**config.mk**
```make
export PLATFORM = sky130hd
export DESIGN_NAME = prg_rom_loader
export DESIGN_NICKNAME = d
export VERILOG_FILES = /design/src/rtl/prg_rom_loader.sv
export SDC_FILE = /design/constraint.sdc
export NUM_CORES = 1
export LEC_CHECK = 0
export ABC_AREA = 1
export BUFFER_PORTS_ARGS = -buffer_cell sky130_fd_sc_hd__buf_4
export CAP_MARGIN = 15
export CORE_MARGIN = 8
export CORE_UTILIZATION = 30
export DETAILED_ROUTE_END_ITERATION = 16
export PLACE_DENSITY = 0.63
export SYNTH_ARGS = -nofsm -noshare
export SYNTH_HDL_FRONTEND = slang
export SYNTH_SLANG_ARGS = --single-unit
```
**constraint.sdc**
```tcl
create_clock -name clk -period 2 [get_ports clk]
set_input_delay 0.3 -clock clk [delete_from_list [all_inputs] [get_ports clk]]
set_output_delay 0.3 -clock clk [all_outputs]
set_load 0.01 [all_outputs]
```
**src/rtl/prg_rom_loader.sv**
```systemverilog
// iNES PRG loader: skips the header, streams PRG bytes into the 32 KB PRG RAM, then serves CPU reads.
// Optional build macro PRG_LOADER_CHECKSUM_EN adds a 16-bit wrapping sum of the PRG bytes written.
module prg_rom_loader #(
    parameter int HDR_BYTES     = 16,
    parameter int SIZE_IDX      = 4,
    parameter int DEFAULT_UNITS = 2
) (
    input  logic        clk,
    input  logic        reset,
    input  logic        load_start,
    input  logic        in_valid,
    input  logic [7:0]  in_data,
    output logic        in_ready,
    input  logic        cpu_rd,
    input  logic [14:0] cpu_addr,
    output logic [7:0]  cpu_rdata,
    output logic        cpu_rvalid,
    output logic        ram_ce,
    output logic        ram_oce,
    output logic        ram_wre,
    output logic [14:0] ram_ad,
    output logic [7:0]  ram_din,
    input  logic [7:0]  ram_dout,
    output logic        loading,
    output logic        done,
    output logic        error,
    output logic        mirror16,
    output logic [15:0] checksum
);

    localparam int HCW = (HDR_BYTES > 1) ? $clog2(HDR_BYTES) : 1;
    localparam logic [HCW-1:0] HDR_LAST  = HCW'((HDR_BYTES > 0) ? HDR_BYTES - 1 : 0);
    localparam logic [HCW-1:0] SIZE_POS  = HCW'(SIZE_IDX);
    localparam logic [HCW-1:0] HCNT_ONE  = HCW'(1);
    localparam logic [7:0]     DEF_UNITS = 8'(DEFAULT_UNITS);

    typedef enum logic [2:0] {S_IDLE, S_HEADER, S_DATA, S_DONE, S_ERROR} state_t;

    state_t         state_q, state_d;
    logic [HCW-1:0] hdr_cnt_q, hdr_cnt_d;
    logic [7:0]     units_q, units_d;
    logic [14:0]    addr_q, addr_d;
    logic           mirror16_q, mirror16_d;
    logic           in_ready_q, in_ready_d;
    logic           cpu_rvalid_q, cpu_rvalid_d;
    logic           accept;
    logic           last_byte;
    logic [7:0]     units_now;

    // A byte offered alongside load_start is refused even though in_ready may still read 1.
    assign accept    = in_valid & in_ready_q & ~load_start;
    assign last_byte = mirror16_q ? (addr_q[13:0] == 14'h3FFF) : (addr_q == 15'h7FFF);

    always_comb begin
        state_d      = state_q;
        hdr_cnt_d    = hdr_cnt_q;
        units_d      = units_q;
        addr_d       = addr_q;
        mirror16_d   = mirror16_q;
        cpu_rvalid_d = 1'b0;
        units_now    = units_q;
        ram_ce       = 1'b0;
        ram_wre      = 1'b0;
        ram_ad       = 15'h0000;
        ram_din      = 8'h00;
        if (load_start) begin
            hdr_cnt_d  = '0;
            addr_d     = 15'h0000;
            mirror16_d = 1'b0;
            units_d    = 8'h00;
            if (HDR_BYTES == 0) begin
                state_d    = S_DATA;
                units_d    = DEF_UNITS;
                mirror16_d = (DEF_UNITS == 8'd1);
            end else begin
                state_d = S_HEADER;
            end
        end else begin
            case (state_q)
                S_HEADER: if (accept) begin
                    hdr_cnt_d = hdr_cnt_q + HCNT_ONE;
                    if (hdr_cnt_q == SIZE_POS) units_now = in_data;
                    units_d = units_now;
                    if (hdr_cnt_q == HDR_LAST) begin
                        if (units_now == 8'd1) begin
                            mirror16_d = 1'b1;
                            state_d    = S_DATA;
                        end else if (units_now == 8'd2) begin
                            state_d = S_DATA;
                        end else begin
                            state_d = S_ERROR;
                        end
                    end
                end
                S_DATA: if (accept) begin
                    ram_ce  = 1'b1;
                    ram_wre = 1'b1;
                    ram_ad  = addr_q;
                    ram_din = in_data;
                    // Address is held on the final byte so it never wraps.
                    if (last_byte) state_d = S_DONE;
                    else           addr_d  = addr_q + 15'd1;
                end
                S_DONE: if (cpu_rd) begin
                    ram_ce       = 1'b1;
                    ram_ad       = {cpu_addr[14] & ~mirror16_q, cpu_addr[13:0]};
                    cpu_rvalid_d = 1'b1;
                end
                default: ;
            endcase
        end
        in_ready_d = (state_d == S_HEADER) || (state_d == S_DATA);
    end

    always_ff @(posedge clk or posedge reset) begin
        if (reset) begin
            state_q      <= S_IDLE;
            hdr_cnt_q    <= '0;
            units_q      <= 8'h00;
            addr_q       <= 15'h0000;
            mirror16_q   <= 1'b0;
            in_ready_q   <= 1'b0;
            cpu_rvalid_q <= 1'b0;
        end else begin
            state_q      <= state_d;
            hdr_cnt_q    <= hdr_cnt_d;
            units_q      <= units_d;
            addr_q       <= addr_d;
            mirror16_q   <= mirror16_d;
            in_ready_q   <= in_ready_d;
            cpu_rvalid_q <= cpu_rvalid_d;
        end
    end

`ifdef PRG_LOADER_CHECKSUM_EN
    logic [15:0] checksum_q;
    always_ff @(posedge clk or posedge reset) begin
        if (reset)           checksum_q <= 16'h0000;
        else if (load_start) checksum_q <= 16'h0000;
        else if (ram_wre)    checksum_q <= checksum_q + {8'h00, ram_din};
    end
    assign checksum = checksum_q;
`else
    assign checksum = 16'h0000;
`endif

    assign in_ready   = in_ready_q;
    assign cpu_rvalid = cpu_rvalid_q;
    assign cpu_rdata  = ram_dout;
    assign mirror16   = mirror16_q;
    assign ram_oce    = 1'b1;
    assign loading    = (state_q == S_HEADER) || (state_q == S_DATA);
    assign done       = (state_q == S_DONE);
    assign error      = (state_q == S_ERROR);

endmodule

```
==> impl_metrics.tcl, run 1 <==
set metrics [dict create \
    hp-class "input port to async pin" \
    antenna_found_initial 0 \
    synth.most_common_cell "nand2_1" \
    slew_viol_final 0 \
    worst-r2r-setup-slack_ns 0.13 \
    critPathRequiredTime_ns 1.70 \
    maxCapViolCount 0 \
    io_pins 92 \
    switching_share_pct 27.0 \
    crit_cells 8 \
    yosys-top-cells-count "61 x nand2_1, 47 x inv_1, 47 x nor2_1, 33 x dfrtp_1, 26 x buf_4" \
    crit_arrival_ns 1.65 \
    setup.worst_path.class "register to primary output" \
    p_clk_share_pct 37.3 \
    grt_pass1_wl_mm 11.1 \
    cp_num_buf_inv 3 \
    yosysTopAreaCell "dfrtp_1" \
    core_area_sq_mm 0.00773 \
    crit_path_end "ram_ad[7]" \
    row_count 32 \
    vdd_drop_max_uv 277 \
    cpLargestDelayFamily "simple AND/OR/NAND/NOR gates" \
    fmax_ghz 0.513 \
    overflow 0 \
    fin_crit_sh_pct 97.5 \
    grt_pass1_vias 2249 \
    met1_length_mm 3.07 \
    critPathMaxStageDelay_ns 0.41 \
    globalplace.congestion 0.824 \
    synth_cell_type_count 40 \
    worstSetupStartpointType "register" \
    die_h_um 105 \
    grt_setup_unrepaired "yes" \
    finalCriticalPeriod_ns 1.95 \
    first_pass_iters 5 \
    skew_ns 0.00969 \
    synthTopCellsByArea "dfrtp_1 35%, nand2_1 9.6%, buf_4 8.2%, inv_1 7.4%, nor2_1 7.4%" \
    met3_length_um 266 \
    via_per_inst 4.62 \
    floorplan.initialDensity_pct 30.8 \
    crit_path_start "state_q[1]" \
    reg2reg_depth 14 \
    clk-insertion-delay-late_ns 0.29 \
    power_density_mw_per_mm2 439 \
    switchingPower_uw 360 \
    area_delta_synth_final_pct 27.7 \
    combPwrFrac_pct 11.9 \
    gr-usage-all-layers_pct 12.0 \
    dr.max_layer_used "met4" \
    drive_above_1_share_pct 29.8 \
    hold_viol_final 0 \
    postPlaceCellArea_sq_mm 0.00283 \
    r2r_start "hdr_cnt_q[0]" \
    cts_tree "yes" \
    hold_buffers 0 \
    yosysSeqAreaShare_pct 34.7 \
    finalSetupViolCount 0 \
    end_kind "primary output" \
    drt_iter0_drc 188 \
    drtAntennaViolNets 0 \
    synth_area_sq_mm 0.00238 \
    htreeDepth 2 \
    via_count 2319 \
    port_buffers 58 \
    drt-total-wl_mm 6.83 \
    intPower_uw 974 \
    die_x_um 105 \
    wl_per_cell_um 13.6 \
    synth_top_area_share_pct 34.7 \
    path_cells "inv_2, nor2_2, nand2_2, nor2_4, buf_6, a22oi_2, nor2_2, buf_4" \
    sequentialPowerShare_pct 50.8 \
    synth-edff-count 0 \
    cp_slowest_cell "dfrtp_1" \
    clkTransAtPathRegs_ns 0.07 \
    hold-worst-slack_ns 0.113 \
    cts_made_buffers 5 \
    cts_root_buf "clkbuf_8" \
    drc 0 \
    cpMostUsedCell "nor2_2" \
    die-area_sq_mm 0.0110 \
    grt_max_degree 34 \
    nets 438 \
    clkSinkCount 33 \
    worstReg2RegEnd "in_ready" \
    p_leak_nw 1.47 \
    dp_hpwl_mm 5.21 \
    yosysWarnings 0 \
    design_area_sq_mm 0.00304 \
    ys_seq_elements 33 \
    insertedDiodeCount 0 \
    critPathMaxFanout 6 \
    cts_buffer_depth 2 \
    async_flop_share_pct 100 \
    met2WireLength_mm 3.39 \
    synthFlopType "dfrtp_1" \
    fillers 804 \
    status "finished clean" \
    avgSynthCellArea_sq_um 7.07 \
    syn_inst 337 \
]
## layout make-up
cell class / count / area (sq um) / share of cell area [%]
well taps: 102 / 128 / 4.20
clock buffers: 6 / 72.6 / 2.39
inverters: 53 / 203 / 6.66
flip-flops and latches: 33 / 826 / 27.1
multi-input cells: 232 / 1240 / 40.8
repair buffers: 74 / 563 / 18.5
clock inverters: 2 / 10.0 / 0.329
## state kept, by name (all words and copies together), names as in the netlist
register,cells
addr_q,15
units_q,8
cpu_rvalid,1
state_q,3
in_ready,1
mirror16,1
hdr_cnt_q,4
## cell usage in the layout, fill, tap and decap left out, types with 2 or more instances in the layout
master,n
nand2_2,9
dfrtp_1,33
o22ai_1,6
buf_4,72
nand3_1,19
xor2_1,3
clkbuf_8,5
o21ai_1,2
nor2_2,7
nor3_1,5
buf_6,2
a22oi_2,2
a21oi_2,2
inv_2,7
nand2_1,58
inv_1,43
a22oi_1,12
nor2_1,43
o21ai_0,13
ha_1,2
a22o_1,2
nor2_4,3
a21oi_1,5
clkinv_2,3
conb_1,17
nand4_1,7
## per-stage QoR
stage	std cells	power (mW)	TNS, ns	util (%)	worst slack (ns)
finish	502	1.33	0	39.4	0.0509
global route	502	1.39	-0.226	39.4	-0.0578
CTS	495	1.34	0	37.8	0.0184
detailed placement	487	0.836	0	36.6	0.101
global placement	487	0.833	0	36.6	0.176
floorplan	352	0.810	0	-	0.313
## power by group through the flow
stage	registers [mW]	clock network, mW	logic [mW]
6_report	0.678	0.498	0.159
3_3_place_gp	0.690	0	0.144
3_5_place_dp	0.690	0	0.146
5_1_grt	0.678	0.537	0.177
2_1_floorplan	0.689	0	0.120
4_1_cts	0.677	0.517	0.146
## cells by family (layout without fill, tap and decap cells)
family / Yosys count / in the layout / share of synthesized area, %
compound gates: 50 / 50 / 13.5
xor+xnor: 4 / 4 / 1.47
fa+ha+maj: 3 / 3 / 1.58
buf+inv: 87 / 135 / 18.5
flops: 33 / 33 / 34.7
other cells: 2 / 17 / 0.315
simple gates: 158 / 158 / 30.0
## layer usage
| layer | global-route usage [%] | vias to the layer above |
|---|---|---|
| li1 | - | 1168 |
| met1 | 15.1 | 1099 |
| met2 | 19.9 | 44 |
| met3 | 2.33 | 8 |
| met4 | 4.38 | 0 |
| met5 | 0 | - |
## worst min path at each step
| stage | start | end | slack [ns] |
|---|---|---|---|
| final | reset | addr_q[2] | 0.11 |
| after global routing | reset | addr_q[2] | 0.17 |
| after CTS | reset | addr_q[2] | 0.13 |
| after detailed placement | reset | units_q[5] | 0.44 |
| after global placement | reset | units_q[5] | 0.44 |
| after floorplan | reset | addr_q[0] | 0.43 |
## worst register-to-register path: stages, from the launching register on
cell     delay [ns]
dfrtp_1        0.42
inv_1          0.11
ha_4           0.17
nand2_2        0.07
nor2_4         0.18
nand2_1        0.08
nand2_1        0.08
nand2_1        0.06
nor2_2         0.15
nand3_1        0.11
nand2_2        0.11
nand2_2        0.06
nand2_1        0.06
nand2_1        0.06
nor2_2         0.08
## timing repair
action	CTS	global route
setup endpoints to repair	9	21
buffers inserted	0	6
resized for setup	4	21
gates cloned	0	1
endpoints found under the hold margin	0	0
pin swaps	0	6
Power figures use the tool's default switching activity.
==> inputs of run 2 (changes only) <==
Settings changed: ABC_AREA 1 to default.
==> impl_metrics.tcl, run 2 <==
set metrics [dict create \
    crit_arrival_ns 1.73 \
    clkTransAtPathRegs_ns 0.07 \
    io_pins 92 \
    hold-worst-slack_ns 0.107 \
    layout_setup_ws_ns -0.0258 \
    reg.largest.list "addr_q (15), units_q (8), hdr_cnt_q (4)" \
    synth_xor_area_share_pct 1.90 \
    globalplace.congestion 0.751 \
    hp-class "input port to async pin" \
    drtAntennaViolNets 0 \
    synth_area_sq_mm 0.00230 \
    status "finished with violations" \
    nets 381 \
    fillers 747 \
    synthMuxAreaShare_pct 5.44 \
    critPathMaxFanout 8 \
    drt-total-wl_mm 6.72 \
    cts_made_buffers 5 \
    die-area_sq_mm 0.0107 \
    ys_seq_elements 33 \
    postPlaceCellArea_sq_mm 0.00282 \
    die_h_um 104 \
    htreeDepth 2 \
    avgSynthCellArea_sq_um 8.68 \
    floorplan.initialDensity_pct 30.4 \
    yosys.area_share.adder_pct 1.63 \
    drive_above_1_share_pct 37.4 \
    finalPower_mw 1.32 \
    overflow 0 \
    largest_reg_flops 15 \
    insertedDiodeCount 0 \
    worstSetupStartpointType "register" \
    via_count 2159 \
    synth_cell_type_count 50 \
    power_density_mw_per_mm2 418 \
    setup.worst_path.class "register to primary output" \
    port_buffers 58 \
    async_flop_share_pct 100 \
    clkSinkCount 33 \
    finalSetupViolCount 1 \
    gr-usage-all-layers_pct 12.5 \
    design_area_sq_mm 0.00314 \
    synthSimpleGateAreaFrac_pct 28.0 \
    slew_viol_final 0 \
    yosysTopAreaCell "dfrtp_1" \
    core_area_sq_mm 0.00757 \
    vdd_drop_max_uv 276 \
    synth_compound_area_share_pct 14.3 \
    wl_per_cell_um 15.1 \
    first_pass_iters 4 \
    synth_top_area_share_pct 35.9 \
    die_x_um 104 \
    synth.most_common_cell "nor2_1" \
    top_register "addr_q" \
    hold_viol_final 0 \
    syn_inst 265 \
    yosysWarnings 0 \
    synth_top_family_by_area "simple AND/OR/NAND/NOR gates" \
    maxCapViolCount 0 \
    yosysSeqAreaShare_pct 35.9 \
    mostFrequentLayoutCell "buf_4" \
    grt_pass1_vias 2267 \
    area_delta_synth_final_pct 36.7 \
    yosys-top-cells-count "38 x nor2_1, 33 x dfrtp_1, 25 x buf_4, 14 x a21oi_1, 14 x a22oi_1" \
    grt_max_degree 34 \
    end_kind "primary output" \
    antenna_found_initial 0 \
    synthFlopType "dfrtp_1" \
    synth-edff-count 0 \
    grt_pass1_wl_mm 11.3 \
    seq_area_sq_um 828 \
    skew_ns 0.0119 \
    violations "setup timing" \
    p_leak_nw 1.36 \
    cts_tree "yes" \
    final_util_pct 41.6 \
    multi_input_area_sq_mm 0.00132 \
    cts_buffer_depth 2 \
    drt_iter0_drc 64 \
    finalCriticalPeriod_ns 2.03 \
    grt_setup_unrepaired "yes" \
    fmax_ghz 0.494 \
    clk-insertion-delay-late_ns 0.28 \
    row_count 32 \
    final_cell_mix "83 x buf_4, 38 x nor2_1, 31 x dfrtp_1" \
    cts_root_buf "clkbuf_8" \
    via_per_inst 4.86 \
    critPathRequiredTime_ns 1.70 \
    synthTopCellsByArea "dfrtp_1 36%, buf_4 8.2%, nor2_1 6.2%, a22oi_1 4.6%, mux2i_1 3.5%" \
    dp_hpwl_mm 4.75 \
    drc 0 \
    fin_crit_sh_pct 101 \
]
-- run 2: path summary, 6_finish.rpt --
| kind | startpoint | to | slack, ns | depth (start not counted) |
|---|---|---|---|---|
| worst max-delay path | state_q[0] | ram_ad[14] | -0.03 | 7 |
| worst min-delay path | reset | addr_q[2] | 0.11 | 3 |
| worst max register to register | addr_q[5] | in_ready | 0.08 | 5 |
| worst min register to register | units_q[3] | units_q[3] | 0.53 | 2 |
| max in group asynchronous | reset | state_q[0] | 1.54 | 3 |
| min in group clk | load_start | addr_q[5] | 0.25 | 2 |
-- run 2: through the flow --
stage / instances / worst slack (ns) / setup TNS (ns)
after CTS: 437 / -0.0572 / -0.520
final: 444 / -0.0258 / -0.0258
after floorplan: 280 / 0.0490 / 0
after global routing: 444 / -0.106 / -1.46
after global placement: 422 / -0.00801 / -0.00801
after detailed placement: 422 / -0.0226 / -0.0226
-- run 2: metal layers --
layer	part of all wire, %	global-route usage (%)	wire [um]
met5	0	0	0
met2	53	22.4	3550
met3	4.6	3.47	310
met4	2.1	4.20	138
met1	40	13.7	2720
-- run 2: timing repair --
action | CTS | global route
hold buffers | 0 | 0
resized for setup | 15 | 19
endpoints found under the setup margin | 24 | 26
pin swaps | 5 | 12
buffers inserted | 6 | 7
gates cloned | 2 | 0
-- run 2: layout make-up --
class	count	area share, %
multi-input cells	200	41.9
flip-flops and latches	33	26.3
repair buffers	93	23.9
well taps	102	4.06
clock buffers	7	2.75
inverters	9	1.07
-- run 2: logic make-up after synthesis --
kind of cell | after synthesis
mux | 12
other cells | 2
compound gates | 49
xor+xnor | 5
simple gates | 114
fa+ha+maj | 3
flops | 33
buf+inv | 47
-- run 2: critical path: stages (launching register included) --
cell	delay, ns
dfrtp_2	0.42
buf_6	0.13
and3b_2	0.20
and2_4	0.16
buf_8	0.14
a32oi_2	0.19
nor2_1	0.06
buf_4	0.14
-- run 2: where the power goes --
group | total, mW | internal (mW) | switching [mW]
registers | 0.677 | 0.672 | 0.00554
clock network | 0.511 | 0.273 | 0.237
logic | 0.128 | 0.0552 | 0.0727
total | 1.32 | 1.00 | 0.316
